==> src/rtl/ccd_pkg.sv <==
// Shared types and default geometry for the CCD edge-measurement stage.
package ccd_pkg;

   localparam int DEF_NUM_PIX   = 3648;
   localparam int DEF_DUMMY_PIX = 32;
   localparam int DEF_ADC_W     = 8;
   localparam int DEF_IDX_W     = 12;

   typedef logic [DEF_IDX_W-1:0] idx_t;

   typedef enum logic [1:0] {
      ST_IDLE   = 2'd0,
      ST_SKIP   = 2'd1,
      ST_ACTIVE = 2'd2,
      ST_REPORT = 2'd3
   } ccd_state_t;

endpackage

==> src/rtl/ccd_median3.sv <==
// Streaming 3-tap median. On each accepted pixel i it emits the filtered value of pixel i-1;
// on the last pixel it also emits that pixel itself (its missing right neighbour is itself).
module ccd_median3 #(
   parameter int ADC_W = 8
) (
   input  logic             clk,
   input  logic             rst,
   input  logic             valid_i,
   input  logic             first_i,
   input  logic             last_i,
   input  logic [ADC_W-1:0] data_i,
   output logic             mid_valid_o,
   output logic [ADC_W-1:0] mid_data_o,
   output logic             tail_valid_o,
   output logic [ADC_W-1:0] tail_data_o
);

   logic [ADC_W-1:0] prev_q;
   logic [ADC_W-1:0] prev2_q;
   logic             prev_first_q;
   logic [ADC_W-1:0] left;

   function automatic logic [ADC_W-1:0] median3(input logic [ADC_W-1:0] a,
                                                input logic [ADC_W-1:0] b,
                                                input logic [ADC_W-1:0] c);
      logic [ADC_W-1:0] lo;
      logic [ADC_W-1:0] hi;
      lo = (a < b) ? a : b;
      hi = (a < b) ? b : a;
      if (c <= lo)      return lo;
      else if (c >= hi) return hi;
      else              return c;
   endfunction

   always_ff @(posedge clk) begin
      if (rst) begin
         prev_q       <= '0;
         prev2_q      <= '0;
         prev_first_q <= 1'b0;
      end else if (valid_i) begin
         prev2_q      <= prev_q;
         prev_q       <= data_i;
         prev_first_q <= first_i;
      end
   end

   // Index 0 has no left neighbour, so it stands in for itself.
   assign left         = prev_first_q ? prev_q : prev2_q;
   assign mid_valid_o  = valid_i && !first_i;
   assign mid_data_o   = median3(left, prev_q, data_i);
   assign tail_valid_o = valid_i && last_i;
   assign tail_data_o  = data_i;

endmodule

==> src/rtl/ccd_edge_measure.sv <==
// Shadow edge/width measurement on one CCD line framed by sh_pulse.
// Optional CCD_MEDIAN3_EN inserts a 3-tap median filter ahead of the threshold.
module ccd_edge_measure
   import ccd_pkg::*;
#(
   parameter int NUM_PIX   = DEF_NUM_PIX,
   parameter int DUMMY_PIX = DEF_DUMMY_PIX,
   parameter int ADC_W     = DEF_ADC_W,
   parameter int IDX_W     = DEF_IDX_W
) (
   input  logic             clk,
   input  logic             rst,
   input  logic             sh_pulse,
   input  logic             pix_valid,
   input  logic [ADC_W-1:0] pix_data,
   input  logic [ADC_W-1:0] threshold,
   input  logic [IDX_W-1:0] dim_min,
   input  logic [IDX_W-1:0] dim_max,
   output logic             meas_valid,
   output logic [IDX_W-1:0] edge_first,
   output logic [IDX_W-1:0] edge_last,
   output logic [IDX_W-1:0] width,
   output logic             no_part,
   output logic             part_ok,
   output logic             frame_err
);

   localparam logic [IDX_W-1:0] LAST_IDX  = IDX_W'(NUM_PIX - 1);
   localparam logic [IDX_W-1:0] SKIP_LAST = (DUMMY_PIX > 0) ? IDX_W'(DUMMY_PIX - 1) : '0;

   ccd_state_t       state_q, state_d;
   logic [IDX_W-1:0] skip_q, skip_d;
   logic [IDX_W-1:0] idx_q, idx_d;
   logic             found_q, found_d;
   logic [IDX_W-1:0] first_q, first_d;
   logic [IDX_W-1:0] last_q, last_d;
   logic             err_pend_q, err_pend_d;

   logic             meas_valid_q, meas_valid_d;
   logic [IDX_W-1:0] edge_first_q, edge_first_d;
   logic [IDX_W-1:0] edge_last_q, edge_last_d;
   logic [IDX_W-1:0] width_q, width_d;
   logic             no_part_q, no_part_d;
   logic             part_ok_q, part_ok_d;
   logic             frame_err_q, frame_err_d;

   logic             start_frame;
   logic             report;
   logic             ev_a_dark;
   logic             ev_b_dark;

`ifdef CCD_MEDIAN3_EN
   logic             med_valid;
   logic             mid_valid;
   logic [ADC_W-1:0] mid_data;
   logic             tail_valid;
   logic [ADC_W-1:0] tail_data;

   assign med_valid = (state_q == ST_ACTIVE) && pix_valid && !sh_pulse;

   ccd_median3 #(.ADC_W(ADC_W)) u_median (
      .clk          (clk),
      .rst          (rst),
      .valid_i      (med_valid),
      .first_i      (idx_q == '0),
      .last_i       (idx_q == LAST_IDX),
      .data_i       (pix_data),
      .mid_valid_o  (mid_valid),
      .mid_data_o   (mid_data),
      .tail_valid_o (tail_valid),
      .tail_data_o  (tail_data)
   );

   // Event A refers to the previous index (filter delay), event B to the current one.
   assign ev_a_dark = mid_valid && (mid_data < threshold);
   assign ev_b_dark = tail_valid && (tail_data < threshold);
`else
   assign ev_a_dark = 1'b0;
   assign ev_b_dark = pix_data < threshold;
`endif

   always_comb begin
      state_d      = state_q;
      skip_d       = skip_q;
      idx_d        = idx_q;
      found_d      = found_q;
      first_d      = first_q;
      last_d       = last_q;
      err_pend_d   = err_pend_q;
      meas_valid_d = 1'b0;
      edge_first_d = edge_first_q;
      edge_last_d  = edge_last_q;
      width_d      = width_q;
      no_part_d    = no_part_q;
      part_ok_d    = part_ok_q;
      frame_err_d  = frame_err_q;
      start_frame  = 1'b0;
      report       = 1'b0;

      case (state_q)
         ST_IDLE: begin
            if (sh_pulse) start_frame = 1'b1;
         end
         ST_SKIP: begin
            if (sh_pulse) begin
               start_frame = 1'b1;
               err_pend_d  = 1'b1;
            end else if (pix_valid) begin
               if (skip_q == SKIP_LAST) begin
                  state_d = ST_ACTIVE;
                  idx_d   = '0;
               end else begin
                  skip_d = skip_q + 1'b1;
               end
            end
         end
         ST_ACTIVE: begin
            if (sh_pulse) begin
               start_frame = 1'b1;
               err_pend_d  = 1'b1;
            end else if (pix_valid) begin
               if (ev_a_dark) begin
                  if (!found_d) first_d = idx_q - 1'b1;
                  found_d = 1'b1;
                  last_d  = idx_q - 1'b1;
               end
               if (ev_b_dark) begin
                  if (!found_d) first_d = idx_q;
                  found_d = 1'b1;
                  last_d  = idx_q;
               end
               if (idx_q == LAST_IDX) begin
                  state_d = ST_REPORT;
                  report  = 1'b1;
               end else begin
                  idx_d = idx_q + 1'b1;
               end
            end
         end
         ST_REPORT: begin
            if (sh_pulse) start_frame = 1'b1;
            else          state_d     = ST_IDLE;
         end
         default: state_d = ST_IDLE;
      endcase

      if (start_frame) begin
         state_d = (DUMMY_PIX == 0) ? ST_ACTIVE : ST_SKIP;
         skip_d  = '0;
         idx_d   = '0;
         found_d = 1'b0;
         first_d = '0;
         last_d  = '0;
      end

      // Results are registered on the last pixel's edge so they appear with meas_valid.
      if (report) begin
         meas_valid_d = 1'b1;
         no_part_d    = !found_d;
         edge_first_d = found_d ? first_d : '0;
         edge_last_d  = found_d ? last_d : '0;
         width_d      = found_d ? (last_d - first_d + 1'b1) : '0;
         part_ok_d    = found_d && (width_d >= dim_min) && (width_d <= dim_max);
         frame_err_d  = err_pend_q;
         err_pend_d   = 1'b0;
      end
   end

   always_ff @(posedge clk) begin
      if (rst) begin
         state_q      <= ST_IDLE;
         skip_q       <= '0;
         idx_q        <= '0;
         found_q      <= 1'b0;
         first_q      <= '0;
         last_q       <= '0;
         err_pend_q   <= 1'b0;
         meas_valid_q <= 1'b0;
         edge_first_q <= '0;
         edge_last_q  <= '0;
         width_q      <= '0;
         no_part_q    <= 1'b0;
         part_ok_q    <= 1'b0;
         frame_err_q  <= 1'b0;
      end else begin
         state_q      <= state_d;
         skip_q       <= skip_d;
         idx_q        <= idx_d;
         found_q      <= found_d;
         first_q      <= first_d;
         last_q       <= last_d;
         err_pend_q   <= err_pend_d;
         meas_valid_q <= meas_valid_d;
         edge_first_q <= edge_first_d;
         edge_last_q  <= edge_last_d;
         width_q      <= width_d;
         no_part_q    <= no_part_d;
         part_ok_q    <= part_ok_d;
         frame_err_q  <= frame_err_d;
      end
   end

   assign meas_valid = meas_valid_q;
   assign edge_first = edge_first_q;
   assign edge_last  = edge_last_q;
   assign width      = width_q;
   assign no_part    = no_part_q;
   assign part_ok    = part_ok_q;
   assign frame_err  = frame_err_q;

endmodule
==> config.mk <==
export PLATFORM = sky130hd
export DESIGN_NAME = ccd_edge_measure
export DESIGN_NICKNAME = d
export VERILOG_FILES = /design/src/rtl/ccd_pkg.sv /design/src/rtl/ccd_median3.sv /design/src/rtl/ccd_edge_measure.sv
export SDC_FILE = /design/constraint.sdc
export NUM_CORES = 1
export LEC_CHECK = 0
export CAP_MARGIN = 5
export CORE_UTILIZATION = 58
export CTS_CLUSTER_SIZE = 8
export DETAILED_ROUTE_END_ITERATION = 6
export HOLD_SLACK_MARGIN = 0.02
export PLACE_DENSITY = 0.86
export SETUP_SLACK_MARGIN = 0.15
export SYNTH_ARGS = -nofsm -noshare
export SYNTH_HDL_FRONTEND = slang
export SYNTH_SLANG_ARGS = --single-unit
==> constraint.sdc <==
create_clock -name clk -period 17.5 [get_ports clk]
set_clock_uncertainty 0.15 [all_clocks]
set_input_delay 4.375 -clock clk [delete_from_list [all_inputs] [get_ports clk]]
set_output_delay 4.375 -clock clk [all_outputs]
set_load 0.02 [all_outputs]
==> results of run 1 <==
[power breakdown]
group          internal, mW  switching [mW]  leakage (nW)
Clock                0.0713          0.0787         0.107
Combinational        0.0151          0.0156          1.66
Sequential            0.210        0.000658         0.741
Total                 0.296          0.0950          2.51
[critical path, delay by kind of cell]
family / cells / cell delay, ps
compound gates: 10 / 2350
xor+xnor: 1 / 130
fa+ha+maj: 5 / 1530
buf+inv: 4 / 840
mux: 1 / 310
simple gates: 5 / 860
[flip-flops by register name, indices dropped and copies added (netlist names)]
name / flops
part_ok: 1
skip_q: 12
found_q: 1
first_q: 12
edge_first: 12
frame_err: 1
width: 12
edge_last: 12
idx_q: 12
state_q: 2
no_part: 1
last_q: 12
meas_valid: 1
err_pend_q: 1
[synthesized netlist by cell type (2+ instances only)]
library cell               instances  area share
sky130_fd_sc_hd__nand4_1          10       0.012
sky130_fd_sc_hd__nor2b_1           7      0.0086
sky130_fd_sc_hd__buf_1             3      0.0022
sky130_fd_sc_hd__xnor2_1          10       0.017
sky130_fd_sc_hd__nor3_1           18       0.018
sky130_fd_sc_hd__buf_2             4      0.0039
sky130_fd_sc_hd__and3_1            4      0.0049
sky130_fd_sc_hd__a21o_1            6      0.0088
sky130_fd_sc_hd__mux2i_1          26       0.051
sky130_fd_sc_hd__clkbuf_1         17       0.012
sky130_fd_sc_hd__or3_1            10       0.012
sky130_fd_sc_hd__a211oi_2          2      0.0049
sky130_fd_sc_hd__nand3_1           9      0.0088
sky130_fd_sc_hd__dfxtp_1          92        0.36
sky130_fd_sc_hd__a22o_1           14       0.024
sky130_fd_sc_hd__and2_1            5      0.0061
sky130_fd_sc_hd__nand2b_1          2      0.0024
sky130_fd_sc_hd__a211o_1           2      0.0034
sky130_fd_sc_hd__inv_1            39       0.029
sky130_fd_sc_hd__o41ai_1           2      0.0034
sky130_fd_sc_hd__o21ai_0          28       0.027
sky130_fd_sc_hd__or2_2            10       0.012
sky130_fd_sc_hd__o21a_1            4      0.0059
sky130_fd_sc_hd__xor2_1           15       0.026
sky130_fd_sc_hd__ha_1             56        0.14
sky130_fd_sc_hd__nand2_1          57       0.042
sky130_fd_sc_hd__nor2_1           70       0.051
sky130_fd_sc_hd__a21oi_1          32       0.031
[metal layers]
layer  vias up  global-route usage  share of wire
met5         -                   0              0
met4         0               0.133          0.030
met3        29              0.0490          0.070
met2       180               0.483           0.47
met1      2149               0.361           0.43
li1       2188                   -              -
[cell families after synthesis]
family | count (synthesis) | synth area share
muxes | 27 | 0.0532
buffers and inverters | 64 | 0.0480
adders and majority gates | 58 | 0.143
DFF | 92 | 0.361
xor gates and xnor gates | 25 | 0.0429
AOI/OAI and AO/OA | 110 | 0.154
and+or+nand+nor | 212 | 0.198
[stage by stage]
| step | worst slack [ps] | instances | hold WS (ps) | instance area, sq um | total power, mW |
|---|---|---|---|---|---|
| global placement | 7240 | 755 | 289 | 6000 | 0.244 |
| CTS | 7300 | 771 | 310 | 6210 | 0.393 |
| finish | 7210 | 771 | 303 | 6210 | 0.391 |
| global route | 6810 | 771 | 327 | 6210 | 0.405 |
| detailed placement | 6930 | 755 | 298 | 6000 | 0.246 |
| floorplan | 7920 | 588 | 286 | 5110 | 0.231 |
[placed cells by master, fill, tap and decap left out, types with 14 or more instances in the layout]
cell                              Yosys  routed
sky130_fd_sc_hd__nor2_1              70      69
sky130_fd_sc_hd__nor3_1              18      18
sky130_fd_sc_hd__a22o_1              14      14
sky130_fd_sc_hd__o21ai_0             28      27
sky130_fd_sc_hd__dfxtp_1             92      92
sky130_fd_sc_hd__mux2i_1             26      26
sky130_fd_sc_hd__ha_1                56      56
sky130_fd_sc_hd__clkdlybuf4s50_1      0      83
sky130_fd_sc_hd__xor2_1              15      15
sky130_fd_sc_hd__inv_1               39      39
sky130_fd_sc_hd__nand2_1             57      57
sky130_fd_sc_hd__a21oi_1             32      32
[worst paths after layout]
kind                              startpoint         to  slack [ps]  cells past startpoint
worst max register to register    state_q[1]    part_ok       11480                     23
worst min register to register    err_pend_q  frame_err         300                      2
worst max-delay path            threshold[7]    part_ok        7210                     26
worst min-delay path              err_pend_q  frame_err         300                      2
[layout make-up]
cell class              instances  area, sq um  share of cell area
multi-input cells             432         3020               0.487
flip-flops and latches         92         1840               0.297
repair buffers                 86          853               0.137
inverters                      40          150              0.0242
clock buffers                  10          138              0.0222
well taps                     105          131              0.0212
clock inverters                 6         70.1              0.0113
==> Flow_metrics.wiki, run 1 <==
{| class="wikitable"
! Metric !! Value
|-
| Slew Limit Fails || 0
|-
| Number of nets produced by synthesis || between 600 and 700
|-
| Routed wire per std cell || 16.3 um
|-
| Antenna diode count || 0
|-
| Vias || 4,546
|-
| Hold/Removal Path Class || reg -> reg
|-
| DIE AREA || ~0.0092 sq mm
|-
| Post-synthesis average cell area || 8.68 sq um
|-
| Longest individual stage delay on the worst path || about 460 ps
|-
| Cell at the root of the clock tree || sky130_fd_sc_hd__clkbuf_8
|-
| Area growth from synthesis to layout || 21.5%
|-
| Number of detailed-routing iterations run before antenna repair || 4
|-
| Maximum number of pins on one net before global-route repair || 41
|-
| Static leakage power || about 2.5 nW
|-
| Fraction of layout cells with a size suffix above 1 || 0.0676
|-
| Worst endpoint required time || approximately 18,000 ps
|-
| Max frequency || 97.2 MHz
|-
| Library cell contributing the largest single delay on the critical path || sky130_fd_sc_hd__clkdlybuf4s50_1
|-
| Vert. Die Dim || around 96 um
|-
| Core Rows || 33
|-
| Final worst path period share || 0.588
|-
| Type of origin of the critical path || primary input
|-
| RSZ-0062 raised after global routing || false
|-
| Wire length of the first global-routing pass || roughly 20 mm
|-
| Fill cells || ~630
|-
| Number of sinks on the clock net || 92
|-
| # resized after CTS || 0
|-
| Async set-or-reset flop fraction in the synthesized netlist || 0
|-
| Yosys reg bits || 92
|-
| Minimum period implied by the final worst setup slack || roughly 10,000 ps
|-
| Cell count after synthesis || between 500 and 600
|-
| Top fanout value on the critical path || 12
|-
| Most instantiated flip-flop cell in the synthesis netlist || sky130_fd_sc_hd__dfxtp_1
|-
| Post-Route WL || about 13 mm
|-
| Initial standard-cell utilization of the core || 0.609
|-
| Number of antenna violations at the first check in global routing || 0
|-
| Worst path most repeated cell || sky130_fd_sc_hd__ha_1
|-
| Htree depth || 3
|-
| Sequential-to-total area share from yosys stat || 0.361
|-
| EDFF count, synth || 0
|-
| Quantity of hold-fixing buffers added after cts || 0
|-
| Vias/cell || a little under 6
|-
| Placed wire-length estimate || between 9 and 10 mm
|-
| Yosys warns || 0
|-
| Hold violation total from the final report || 0
|-
| Clock Pin Slew Worst Setup and Hold Paths || 100 ps
|-
| Arrival time worst endpoint || around 10,000 ps
|-
| Routability Congestion || ~0.92
|-
| Clk Latency, worst-skew pair || roughly 360 ps
|-
| Slew headroom || 0.151
|-
| DRT antenna net count || 0
|-
| Number of buffer cells added on primary ports || slightly above 80
|-
| Total overflow reported by the global router || 0
|-
| Kind of critical path || in -> reg
|-
| Setup Viol. Count Final || 0
|-
| Worst Setup End Kind || flop
|-
| Summed negative setup slack over all endpoints || 0 ps
|-
| Netlist cell types || between 60 and 70
|-
| Core outline area || 0.00838 sq mm
|-
| Largest buffer count on any clock path || 2
|-
| Pwr per Cell Area || around 63 mW/mm^2
|-
| IO Count || 84
|-
| Die Wd || about 96 um
|-
| Maximum VDD drop || slightly above 0.05 mV
|-
| Aggregate global-route resource usage || 0.288
|-
| CTS Buf Count || 9
|-
| Netlist area before placement || ~0.0051 sq mm
|-
| Initial drt markers || 229
|-
| Clock tree from TritonCTS || built
|-
| # Max-Cap Violations || 0
|-
| Number of global-route vias before repair || ~4,400
|-
| Measured slew at the worst slew-check pin || between 1000 and 1500 ps
|-
| Post-Route Utilization || 0.740
|-
| Final nets || ~760
|-
| Post-CTS setup buffer count || 0
|-
| Result of the run || finished clean
|-
| Detailed-route DRC error count || 0
|}
No activity file was read; power rests on OpenSTA's default activity.
==> run 2: changes to the inputs <==
--- a/config.mk
+++ b/config.mk
@@ -6,11 +6,11 @@
 export NUM_CORES = 1
 export LEC_CHECK = 0
 export CAP_MARGIN = 5
-export CORE_UTILIZATION = 58
+export CORE_UTILIZATION = 49
 export CTS_CLUSTER_SIZE = 8
 export DETAILED_ROUTE_END_ITERATION = 6
 export HOLD_SLACK_MARGIN = 0.02
-export PLACE_DENSITY = 0.86
+export PLACE_DENSITY = 0.77
 export SETUP_SLACK_MARGIN = 0.15
 export SYNTH_ARGS = -nofsm -noshare
 export SYNTH_HDL_FRONTEND = slang
==> constraint.sdc (replaced) <==
create_clock -name clk -period 8.28 [get_ports clk]
set_clock_uncertainty 0.15 [all_clocks]
set_input_delay 2.07 -clock clk [delete_from_list [all_inputs] [get_ports clk]]
set_output_delay 2.07 -clock clk [all_outputs]
set_load 0.02 [all_outputs]
==> Flow_metrics.wiki, run 2 (synthesis results as in run 1) <==
{| class="wikitable"
! Metric !! Value
|-
| Final nets || 767 (+0.66%)
|-
| Vias || 4,424 (-2.7%)
|-
| Number of antenna violations at the first check in global routing || 0 (unchanged)
|-
| Vias/cell || 5.50 (-6.7%)
|-
| Slew headroom || 0.207 (+0.0564)
|-
| Number of detailed-routing iterations run before antenna repair || 4 (unchanged)
|-
| Critical Path, Cell by Cell || clkdlybuf4s50_1 -> inv_1 -> ha_1 -> and4_1 -> and2_1 -> a211o_1 -> buf_4 -> mux2i_1 -> nor2_1 -> ha_1 -> ha_1 -> a21o_1 -> a21oi_1 -> o21ai_0 -> o41ai_1 -> o21ai_0 -> xnor2_1 -> and2_1 -> ha_1 -> nand4_1 -> nor2_1 -> a311oi_1 -> a2bb2oi_1 -> o31ai_2
|-
| Cell at the root of the clock tree || sky130_fd_sc_hd__clkbuf_8
|-
| Htree depth || 3 (unchanged)
|-
| Static leakage power || 2.53 nW (+1.1%)
|-
| Total overflow reported by the global router || 0 (unchanged)
|-
| Slack of the worst reg-to-reg path || 2510 ps (-8970 ps)
|-
| Fill cells || 832 (+33%)
|-
| Placed wire-length estimate || 9.43 mm (+1.6%)
|-
| End of the worst register-to-register path || part_ok
|-
| RSZ-0062 raised after global routing || false
|-
| Number of global-route vias before repair || 4,361 (-1.6%)
|-
| Initial standard-cell utilization of the core || 0.513 (-0.0962)
|-
| Critical register-to-register path startpoint || state_q[1]
|-
| Setup Viol. Count Final || 0 (unchanged)
|-
| Worst hold start || width[1]
|-
| Commonest non-fill, non-tap cell in the layout || sky130_fd_sc_hd__dfxtp_1
|-
| Longest individual stage delay on the worst path || 570 ps (+110 ps)
|-
| Kind of critical path || in -> reg
|-
| Clock Pin Slew Worst Setup and Hold Paths || 100 ps (about the same)
|-
| Routability Congestion || 0.854 (-7.4%)
|-
| Worst path most repeated cell || sky130_fd_sc_hd__ha_1
|-
| Detailed-route DRC error count || 0 (unchanged)
|-
| Fraction of layout cells with a size suffix above 1 || 0.0745 (+0.00695)
|-
| Type of origin of the critical path || primary input
|-
| Sum of buffers and inverters on the critical path || 3 (-1)
|-
| Worst Hold End || width[1]
|-
| Initial drt markers || 158 (-31%)
|-
| Max frequency || approximately 130 MHz
|-
| # resized after CTS || 0 (unchanged)
|-
| Core outline area || 0.00995 sq mm (+19%)
|-
| Quantity of hold-fixing buffers added after cts || 0 (unchanged)
|-
| Number of sinks on the clock net || 92 (unchanged)
|-
| DP Cell Count || 787 (+4.2%)
|-
| Routed wire per std cell || 15.6 um (-3.9%)
|-
| Maximum number of pins on one net before global-route repair || 32 (-22%)
|-
| Slew Limit Fails || 0 (unchanged)
|-
| Result of the run || finished clean
|-
| Worst Setup End Kind || flop
|-
| Vert. Die Dim || 104 um (+8.6%)
|-
| DIE AREA || 0.0108 sq mm (+18%)
|-
| Minimum period implied by the final worst setup slack || about 7700 ps
|-
| Maximum VDD drop || 0.0878 mV (+73%)
|-
| WHS Path Cells || 2 (unchanged)
|-
| Fin cells || 804 (+4.3%)
|-
| Post-Route WL || 12.6 mm (+0.26%)
|-
| Hold violation total from the final report || 0 (unchanged)
|-
| Largest buffer count on any clock path || 2 (unchanged)
|-
| Clock tree from TritonCTS || built
|-
| Measured slew at the worst slew-check pin || 1190 ps (-84.5 ps)
|-
| Aggregate global-route resource usage || 0.233 (-0.0548)
|-
| DRT antenna net count || 0 (unchanged)
|-
| Final worst path period share || 0.936
|-
| Library cell contributing the largest single delay on the critical path || sky130_fd_sc_hd__a211o_1
|-
| Total chip power || 0.835 mW (+110%)
|-
| Top fanout value on the critical path || 10 (-2)
|-
| Wire length of the first global-routing pass || 20.7 mm (+1.7%)
|-
| Number of cells on the worst reg-to-reg path || 21 (-8.7%)
|-
| Pwr per Cell Area || 133 mW/mm^2 (+110%)
|-
| Commonest cells after routing, fill and taps aside || 92 x sky130_fd_sc_hd__dfxtp_1, 83 x sky130_fd_sc_hd__clkdlybuf4s50_1, 69 x sky130_fd_sc_hd__nor2_1, 57 x sky130_fd_sc_hd__nand2_1, 56 x sky130_fd_sc_hd__ha_1
|-
| Kind of cell adding the most delay to the critical path || compound AO/OA/AOI/OAI gates
|-
| Arrival time worst endpoint || 7880 ps (-2540 ps)
|-
| Die Wd || 104 um (+8.6%)
|-
| CTS Buf Count || 9 (unchanged)
|-
| Area growth from synthesis to layout || 23.1%
|-
| Clk Latency, worst-skew pair || 360 ps (about the same)
|-
| # Max-Cap Violations || 0 (unchanged)
|-
| Antenna diode count || 0 (unchanged)
|-
| Number of buffer cells added on primary ports || 83 (unchanged)
|-
| IO Count || 84 (unchanged)
|-
| Hold/Removal Path Class || reg -> reg
|-
| Worst endpoint required time || 8420 ps (-9210 ps)
|-
| Core Rows || 36 (+9.1%)
|-
| Summed negative setup slack over all endpoints || 0 ps (unchanged)
|}
[run 2: cell types whose count changed in the layout (fill, tap and decap cells not counted), sizes merged]
cell / before / now
buf: 3 / 8
clkbuf: 10 / 9
clkinv: 4 / 3
inv: 41 / 43
[run 2: stage by stage]
| stage | hold WS, ps | instance area, sq um | utilization | setup WS (ps) |
|---|---|---|---|---|
| 4_1_cts | 314 | 6280 | 0.631 | 469 |
| 3_5_place_dp | 298 | 6060 | 0.609 | 129 |
| 2_1_floorplan | 286 | 5110 | - | 1000 |
| 3_3_place_gp | 292 | 6060 | 0.609 | 331 |
| 5_1_grt | 333 | 6280 | 0.631 | 167 |
| 6_report | 314 | 6280 | 0.631 | 534 |
[run 2: cell type report]
type | instances | area, sq um | share of cell area
clock buffer | 9 | 124 | 0.0197
clock inverter | 7 | 90.1 | 0.0143
inverter | 40 | 150 | 0.0239
multi-input combinational | 432 | 3020 | 0.481
sequential | 92 | 1840 | 0.293
tap | 133 | 166 | 0.0265
timing repair buffer | 91 | 891 | 0.142
[run 2: how the worst max path moves through the flow]
stage / end / from / depth (start not counted) / slack [ps]
6_report: part_ok / threshold[5] / 24 / 530
5_1_grt: part_ok / threshold[5] / 24 / 170
4_1_cts: part_ok / threshold[5] / 25 / 470
3_5_place_dp: part_ok / threshold[5] / 25 / 130
3_3_place_gp: part_ok / threshold[7] / 25 / 330
2_1_floorplan: part_ok / threshold[7] / 25 / 1000
[run 2: routing by layer]
layer,wire length [um],global-route usage
met1,5900,0.308
met3,618,0.0338
met4,151,0.0714
met2,5910,0.392
met5,0,0
[run 2: timing repair]
action / CTS / global route
setup endpoints to repair: 0 / 1
buffers inserted: 0 / 1
endpoints found under the hold margin: 0 / 0
[run 2: power by group]
group          switching (mW)  internal [mW]
Sequential            0.00141          0.443
Combinational          0.0330         0.0320
Clock                   0.179          0.147
Total                   0.213          0.623
[run 2: tightest hold or removal path, cell delays in order, from the launching register on]
cell                      delay (ps)
sky130_fd_sc_hd__dfxtp_1         320
sky130_fd_sc_hd__nand2_1          50
sky130_fd_sc_hd__a21oi_1          50
==> run 3: changes to the inputs <==
--- a/config.mk
+++ b/config.mk
@@ -5,7 +5,7 @@
 export SDC_FILE = /design/constraint.sdc
 export NUM_CORES = 1
 export LEC_CHECK = 0
-export CAP_MARGIN = 5
+export CAP_MARGIN = 20
 export CORE_UTILIZATION = 49
 export CTS_CLUSTER_SIZE = 8
 export DETAILED_ROUTE_END_ITERATION = 6
==> Flow_metrics.wiki, run 3 (synthesis results as in run 1) <==
{| class="wikitable"
! Metric !! Value
|-
| Result of the run || finished clean
|-
| Fill cells || 844 (+1.4%)
|-
| DRT antenna net count || 0 (unchanged)
|-
| DIE AREA || 0.0108 sq mm (unchanged)
|-
| Post-Route WL || 12.6 mm (+0.27%)
|-
| Placed inst area || 0.00608 sq mm (+0.25%)
|-
| Routed wire per std cell || 15.6 um (about the same)
|-
| Maximum number of pins on one net before global-route repair || 32 (unchanged)
|-
| # Max-Cap Violations || 0 (unchanged)
|-
| IO Count || 84 (unchanged)
|-
| Commonest cells after routing, fill and taps aside || 92 x sky130_fd_sc_hd__dfxtp_1, 83 x sky130_fd_sc_hd__clkdlybuf4s50_1, 69 x sky130_fd_sc_hd__nor2_1, 57 x sky130_fd_sc_hd__nand2_1, 56 x sky130_fd_sc_hd__ha_1
|-
| Routability Congestion || 0.854 (unchanged)
|-
| Initial drt markers || 175 (+11%)
|-
| Detailed-route DRC error count || 0 (unchanged)
|-
| Critical Path, Cell by Cell || clkdlybuf4s50_1 -> inv_1 -> ha_1 -> and4_1 -> and2_1 -> a211o_1 -> buf_4 -> mux2i_1 -> nor2_1 -> ha_1 -> ha_1 -> a21o_1 -> a21oi_1 -> o21ai_0 -> o41ai_2 -> xor2_1 -> nor2_1 -> ha_1 -> a21o_1 -> a21oi_1 -> nor2b_1 -> a311oi_1 -> a2bb2oi_1 -> o31ai_2
|-
| Minimum period implied by the final worst setup slack || 7640 ps (-104 ps)
|-
| Type of origin of the critical path || primary input
|-
| Initial standard-cell utilization of the core || 0.513 (unchanged)
|-
| Critical register-to-register path startpoint || state_q[1]
|-
| Commonest non-fill, non-tap cell in the layout || sky130_fd_sc_hd__dfxtp_1
|-
| Maximum VDD drop || 0.0742 mV (-15%)
|-
| Slack of the worst reg-to-reg path || 2620 ps (+110 ps)
|-
| Clock tree from TritonCTS || built
|-
| Worst path most repeated cell || sky130_fd_sc_hd__ha_1
|-
| Top fanout value on the critical path || 10 (unchanged)
|-
| Crit path from || threshold[5]
|-
| Hold/Removal Path Class || reg -> reg
|-
| Number of global-route vias before repair || 4,356 (-0.11%)
|-
| Longest individual stage delay on the worst path || 580 ps (about the same)
|-
| Number of antenna violations at the first check in global routing || 0 (unchanged)
|-
| Clock Pin Slew Worst Setup and Hold Paths || 100 ps (about the same)
|-
| Library cell contributing the largest single delay on the critical path || sky130_fd_sc_hd__a211o_1
|-
| Slew headroom || 0.439 (+0.231)
|-
| Slew Limit Fails || 0 (unchanged)
|-
| Number of cells on the worst reg-to-reg path || 21 (unchanged)
|-
| Worst Setup End Kind || flop
|-
| Placed wire-length estimate || 9.49 mm (+0.71%)
|-
| Total overflow reported by the global router || 0 (unchanged)
|-
| Final nets || 769 (+0.26%)
|-
| Worst endpoint required time || 8430 ps (about the same)
|-
| Static leakage power || 2.54 nW (+0.31%)
|-
| Core Rows || 36 (unchanged)
|-
| End of the worst register-to-register path || part_ok
|-
| Kind of critical path || in -> reg
|-
| Antenna diode count || 0 (unchanged)
|-
| RSZ-0062 raised after global routing || false
|-
| Number of buffer cells added on primary ports || 83 (unchanged)
|-
| Number of sinks on the clock net || 92 (unchanged)
|-
| Aggregate global-route resource usage || 0.235 (+0.00157)
|-
| Cell at the root of the clock tree || sky130_fd_sc_hd__clkbuf_8
|-
| Wire length of the first global-routing pass || 20.6 mm (-0.44%)
|-
| Arrival time worst endpoint || 7790 ps (-90 ps)
|-
| Worst Hold End || frame_err
|-
| Final worst path period share || 0.923 (-0.0125)
|-
| Setup Viol. Count Final || 0 (unchanged)
|-
| Number of detailed-routing iterations run before antenna repair || 4 (unchanged)
|-
| Area growth from synthesis to layout || 23.5%
|-
| CTS Buf Count || 9 (unchanged)
|-
| Max frequency || 131 MHz (+1.4%)
|-
| Die Wd || 104 um (unchanged)
|-
| Worst hold start || err_pend_q
|-
| Summed negative setup slack over all endpoints || 0 ps (unchanged)
|-
| Vias/cell || 5.59 (+1.7%)
|-
| Vias || 4,509 (+1.9%)
|-
| Clk Latency, worst-skew pair || 370 ps (about the same)
|-
| Core outline area || 0.00995 sq mm (unchanged)
|-
| Measured slew at the worst slew-check pin || 840 ps (-348 ps)
|-
| Vert. Die Dim || 104 um (unchanged)
|-
| Cell area after layout || 0.00631 sq mm (+0.34%)
|-
| Pwr per Cell Area || 131 mW/mm^2 (-1.2%)
|-
| Htree depth || 3 (unchanged)
|-
| Fraction of layout cells with a size suffix above 1 || 0.0788 (+0.00424)
|-
| WHS Path Cells || 2 (unchanged)
|-
| Hold violation total from the final report || 0 (unchanged)
|-
| Largest buffer count on any clock path || 2 (unchanged)
|}
-- run 3: metal layers --
layer | vias up | share of wire | track usage
li1 | 2197 | - | -
met1 | 2151 | 0.46 | 0.308
met2 | 138 | 0.47 | 0.394
met4 | 0 | 0.018 | 0.0847
met3 | 23 | 0.052 | 0.0301
met5 | - | 0 | 0
-- run 3: timing repair --
| action | in CTS | in global routing |
|---|---|---|
| hold buffers | 0 | 0 |
| setup buffers | 0 | 1 |
| setup endpoints to repair | 0 | 1 |
| gates resized for setup | 0 | 1 |
-- run 3: final cells by class --
cell class | count | area [sq um] | area share
Clock buffer | 9 | 124 | 0.0196
Tap cell | 133 | 166 | 0.0264
Sequential cell | 92 | 1840 | 0.292
Timing Repair Buffer | 93 | 913 | 0.145
Clock inverter | 7 | 81.3 | 0.0129
Inverter | 40 | 150 | 0.0238
Multi-Input combinational cell | 432 | 3030 | 0.480
-- run 3: per-stage QoR --
stage	hold WS (ps)	cells	total power [mW]	worst slack, ps	util
2_1_floorplan	286	588	0.489	1000	-
3_3_place_gp	292	787	0.517	331	0.609
3_5_place_dp	297	788	0.521	141	0.611
4_1_cts	312	804	0.833	397	0.631
5_1_grt	331	806	0.859	219	0.633
6_report	307	806	0.828	638	0.633
-- run 3: how the worst max path moves through the flow --
stage                    to  slack (ps)  cells after the start
floorplan           part_ok        1000                     25
finish              part_ok         640                     24
global placement    part_ok         330                     25
detailed placement  part_ok         140                     25
global route        part_ok         220                     24
CTS                 part_ok         400                     25
-- run 3: critical path: cells and delay by family --
kind | cells | cell delay [ps]
AO/OA/AOI/OAI | 10 | 2360
adder cells (fa/ha/maj) | 4 | 1300
AND/OR/NAND/NOR | 5 | 900
buffers and inverters | 3 | 780
multiplexers | 1 | 260
XOR/XNOR | 1 | 120
-- run 3: power by group --
part | switching (mW) | internal (mW)
clock network | 0.174 | 0.144
registers | 0.00141 | 0.443
logic | 0.0333 | 0.0326
total | 0.209 | 0.620
